===== config.mk =====
export PLATFORM = sky130hd
export DESIGN_NAME = demux_1to4_reg
export DESIGN_NICKNAME = d
export VERILOG_FILES = /design/src/rtl/demux_1to4_reg.sv
export SDC_FILE = /design/constraint.sdc
export NUM_CORES = 1
export LEC_CHECK = 0
export CAP_MARGIN = 30
export CORE_AREA = 2 2 80 44
export CTS_CLUSTER_DIAMETER = 40
export DETAILED_ROUTE_END_ITERATION = 8
export DIE_AREA = 0 0 82 46
export PLACE_DENSITY = 0.52
export SLEW_MARGIN = 20
export SYNTH_ARGS = -nofsm -noshare
export SYNTH_HDL_FRONTEND = slang
export SYNTH_SLANG_ARGS = --single-unit

===== constraint.sdc =====
create_clock -name clk -period 1.9 [get_ports clk]
set_clock_uncertainty 0.15 [all_clocks]
set_input_delay 0.38 -clock clk [delete_from_list [all_inputs] [get_ports clk]]
set_output_delay 0.38 -clock clk [all_outputs]
set_load 0.02 [all_outputs]

===== src/rtl/demux_1to4_reg.sv =====
// 1-to-4 registered demux that fills a four-word frame, manually (sel) or round-robin (auto_mode).
// Latency: 1 cycle from an accepted word to its channel output.
// Backpressure: ready drops while the frame is full and returns after frame_ack. Defining DEMUX_OVERWRITE_ERR_EN adds the err port.
module demux_1to4_reg #(
    parameter int WIDTH = 2
) (
    input  logic             clk,
    input  logic             rst,
    input  logic [WIDTH-1:0] din,
    input  logic [1:0]       sel,
    input  logic             auto_mode,
    input  logic             load,
    output logic             ready,
    output logic [WIDTH-1:0] y0,
    output logic [WIDTH-1:0] y1,
    output logic [WIDTH-1:0] y2,
    output logic [WIDTH-1:0] y3,
    output logic [3:0]       vld,
    output logic             frame_done,
    input  logic             frame_ack
`ifdef DEMUX_OVERWRITE_ERR_EN
    ,
    output logic             err
`endif
);

    typedef enum logic [1:0] {
        IDLE = 2'd0,
        FILL = 2'd1,
        FULL = 2'd2
    } state_t;

    state_t           state_q, state_d;
    logic [3:0]       vld_q, vld_d;
    logic [1:0]       ptr_q, ptr_d;
    logic             done_d;
    logic             wr_en;
    logic [1:0]       dest;
    logic             xfer;
    logic [WIDTH-1:0] y_q [4];
`ifdef DEMUX_OVERWRITE_ERR_EN
    logic             err_q, err_d;
`endif

    assign ready = (state_q != FULL);
    assign xfer  = load && ready;
    assign dest  = auto_mode ? ptr_q : sel;

    always_comb begin
        state_d = state_q;
        vld_d   = vld_q;
        ptr_d   = ptr_q;
        done_d  = 1'b0;
        wr_en   = 1'b0;
`ifdef DEMUX_OVERWRITE_ERR_EN
        err_d   = 1'b0;
`endif
        case (state_q)
            IDLE, FILL: begin
                if (xfer) begin
`ifdef DEMUX_OVERWRITE_ERR_EN
                    // Only manual writes are protected; the auto pointer may revisit a channel.
                    if (!auto_mode && vld_q[dest]) begin
                        err_d = 1'b1;
                    end else begin
                        wr_en       = 1'b1;
                        vld_d[dest] = 1'b1;
                    end
`else
                    wr_en       = 1'b1;
                    vld_d[dest] = 1'b1;
`endif
                    if (auto_mode) begin
                        ptr_d = ptr_q + 2'd1;
                    end
                end
                if (vld_d == 4'b1111) begin
                    state_d = FULL;
                    done_d  = 1'b1;
                end else if (vld_d != 4'b0000) begin
                    state_d = FILL;
                end else begin
                    state_d = IDLE;
                end
            end
            FULL: begin
                if (frame_ack) begin
                    state_d = IDLE;
                    vld_d   = 4'b0000;
                    ptr_d   = 2'd0;
                end
            end
            default: begin
                state_d = IDLE;
                vld_d   = 4'b0000;
                ptr_d   = 2'd0;
            end
        endcase
    end

    always_ff @(posedge clk or posedge rst) begin
        if (rst) begin
            state_q    <= IDLE;
            vld_q      <= 4'b0000;
            ptr_q      <= 2'd0;
            frame_done <= 1'b0;
            for (int i = 0; i < 4; i++) begin
                y_q[i] <= '0;
            end
        end else begin
            state_q    <= state_d;
            vld_q      <= vld_d;
            ptr_q      <= ptr_d;
            frame_done <= done_d;
            if (wr_en) begin
                y_q[dest] <= din;
            end
        end
    end

`ifdef DEMUX_OVERWRITE_ERR_EN
    always_ff @(posedge clk or posedge rst) begin
        if (rst) begin
            err_q <= 1'b0;
        end else begin
            err_q <= err_d;
        end
    end
    assign err = err_q;
`endif

    assign vld = vld_q;
    assign y0  = y_q[0];
    assign y1  = y_q[1];
    assign y2  = y_q[2];
    assign y3  = y_q[3];

endmodule

==> summary.md, run 1 <==
| Metric | Value |
|---|---|
| Status | `finished, final reports clean` |
| GRT Residual Overflow | `0` |
| Min Tclk post-route | `about 1800 ps` |
| Crit Path Category | `flip-flop to output pin` |
| Final nets | `118` |
| Syn Area/Cell | `around 11 um2` |
| Starting DRT DRC Count | `70` |
| Post-route clock period utilization | `96.7%` |
| Largest area contributor in the netlist | `dfrtp_1` |
| HP Class | `input pin to async pin` |
| MaxCap Viol Count | `0` |
| Final Instance Count excl. Fillers | `150` |
| YS warnings | `0` |
| Final WS setup | `61.8 ps` |
| Worst setup SP type | `flip-flop` |
| Final setup viols | `0` |
| FP Rows | `15` |
| Leakage | `about 0.53 nW` |
| Post-DP HPWL | `1590 um` |
| Area Overhead vs Synth | `49.8%` |
| Port buffer count | `22` |
| Clock power share | `13.1%` |
| GR Util All Layers | `11.6%` |
| ANT nets after route | `0` |
| Fillers | `roughly 320` |
| Worst hold slack | `approximately 290 ps` |
| DP Area | `0.00117 mm2` |
| Sequential Power Share | `35.4%` |
| CP max-delay cell | `clkdlybuf4s50_1` |
| CTS max path bufs | `2` |
| Top cells by area, synth | `dfrtp_1 51%, mux2_2 12%, nand2_1 4.1%` |
| First-pass GRT wire length | `3080 um` |
| DR pass1 iterations | `4` |
| Final Slew Violations | `0` |
| CP Buf/Inv Count | `1` |
| CP Capture Type | `output pin` |
| H-tree depth | `1` |
| Worst slack, placed | `-330 ps` |
| Worst relative slew slack | `about four fifths` |
| Hold buffers post-CTS | `0` |
| Most common cell after layout, fill and taps aside | `clkdlybuf4s50_1` |
| Vias per std cell | `4.47` |
| Final Routed Wirelength | `between 1500 and 2000 um` |
| Clock slew at reported path FFs | `around 60 ps` |
| Final Util | `39.3%` |
| Internal power | `0.00124 W` |
| Post-Synthesis Cell Area | `just over 800 um2` |
| I/O pin count | `23` |
| Root buf cell | `clkbuf_8` |
| Worst VDD drop | `0.000584 V` |
| Syn Nets | `slightly above 80` |
| #FFs+latches synth | `17` |
| Vias in the first global route | `630` |
| Num CTS Buffers | `3` |
| Die ar. | `between 0.003 and 0.004 mm2` |
| Cell area after layout | `approximately 0.0012 mm2` |
| Max Clock Freq | `~540 MHz` |
| CTS tree | `done` |
| Largest net degree at the start of global routing | `18` |
| Initial Util | `roughly a quarter` |
| Commonest non-fill, non-tap cells in the layout | `20 x clkdlybuf4s50_1, 17 x dfrtp_1, 10 x buf_4` |
| Total clock sinks | `17` |
| Layout cells sized above 1 | `between 30 and 40%` |
| Worst-path cell chain | `clkdlybuf4s50_1` |
| Net switching power | `0.000761 W` |
| Core Area | `approximately 0.0032 mm2` |
| Hold Fails Final Rpt | `0` |
| Residual DRC | `0` |
| DR WL/cell | `12.8 um` |
| Placed insts | `about 150` |
| CP max stage delay | `between 600 and 700 ps` |
| Synth Instances | `73` |
| Die W | `82 um` |
| Distinct cells, synth | `27` |
| Worst EP arrival | `approximately 1300 ps` |
| Vias | `between 600 and 700` |
| Worst Tran Pin Value | `275 ps` |
| Post-synth top area share | `~51%` |
| Comb pwr share | `51.5%` |
| Worst endpoint required time | `1370 ps` |
| Register area share after synthesis | `51.4%` |
| Sw Ratio | `38.0%` |
| PwrDens | `1610 mW/mm2` |
| Die height | `~46 um` |
| Insertion delay to the later sink of the worst-skew pair | `250 ps` |
| Gpl congestion | `0.752` |
| Ant. Diodes | `0` |
| Crit-path max FO | `4` |
| Initial antenna violation count | `0` |
| Crit path max-delay family | `buffers and inverters` |
| Unrepaired setup endpoints after global routing | `no` |
## synth_stat cells
cell type and count:
dfrtp_1 17, mux2_2 9, nand2_1 9, nor2_1 4, o21ai_0 4, nor3_1 3, a21o_1 2, a21oi_1 2
inv_1 2, mux2i_1 2, nand2b_1 2, nand3_1 2, a21oi_2 1, a22o_1 1, a31oi_1 1, a41oi_2 1
and3_2 1, buf_6 1, clkbuf_1 1, mux2_4 1, nand4_1 1, nor2b_1 1, nor3_2 1, o21a_1 1
o22ai_2 1, o31ai_2 1, xor2_1 1
## layout make-up
type	instances	area, um2	share of cell area [%]
repair buffers	33	304	24.5
clock buffers	4	45.0	3.64
multi-input cells	52	404	32.6
flip-flops and latches	17	425	34.3
well taps	42	52.6	4.24
inverters	2	7.51	0.606
## worst register-to-register path, cell delays in order (launching register included)
cell and delay (ps):
dfrtp_1 450, nand2b_1 270, nor3_2 330, mux2_2 370
## path summary, 6_finish.rpt
kind                       startpoint  endpoint  slack (ps)  depth (start not counted)
min reg2reg                     y3[0]     y3[0]         360                          1
min                               rst    vld[1]         290                          3
min in group clk                y3[0]     y3[0]         360                          1
max reg2reg                state_q[1]     y1[0]         220                          3
max in group asynchronous         rst     y1[1]        1120                          3
max                            vld[2]    vld[2]          60                          1
## per-stage QoR
step | TNS [ps] | total power [W]
detailed placement | -3280 | 0.00174
global placement | -3190 | 0.00172
global route | 0 | 0.00214
CTS | 0 | 0.00202
floorplan | 0 | 0.00125
finish | 0 | 0.00200
## state kept, by name, indices dropped and copies added (netlist names)
register / flops
frame_done: 1
y1: 2
y2: 2
ptr_q: 2
vld: 4
y3: 2
y0: 2
state_q: 2
## logic make-up after synthesis
logic type,synth area share (%)
and+or+nand+nor,14.1
DFF,51.4
AOI/OAI and AO/OA,14.2
buffers and inverters,2.72
xor gates and xnor gates,1.06
muxes,16.5
## what timing repair did
action / CTS / global route
resized for setup: 7 / 2
pin swaps: 2 / 0
buffers inserted: 0 / 0
endpoints found under the setup margin: 9 / 2
## power by group through the flow
stage          Sequential (W)  Clock, W  Combinational [W]
2_1_floorplan        0.000838         0           0.000414
3_3_place_gp         0.000705         0            0.00101
3_5_place_dp         0.000712         0            0.00102
4_1_cts              0.000711  0.000274            0.00104
5_1_grt              0.000734  0.000292            0.00111
6_report             0.000709  0.000262            0.00103
## routing by layer
layer	GRT usage, %	vias up	wire length (um)
li1	-	329	-
met1	16.3	327	983
met2	16.9	15	841
met3	4.56	0	92
met4	2.00	0	0
met5	0	-	0
(Power assumes the default switching activity.)
==> inputs of run 2 (changes only) <==
--- a/config.mk
+++ b/config.mk
@@ -10,6 +10,7 @@
 export CTS_CLUSTER_DIAMETER = 40
 export DETAILED_ROUTE_END_ITERATION = 8
 export DIE_AREA = 0 0 82 46
+export HOLD_SLACK_MARGIN = 0.1
 export PLACE_DENSITY = 0.52
 export SLEW_MARGIN = 20
 export SYNTH_ARGS = -nofsm -noshare
==> results of run 2 <==
Final layout, timing and power as in run 1 (identical DEF).
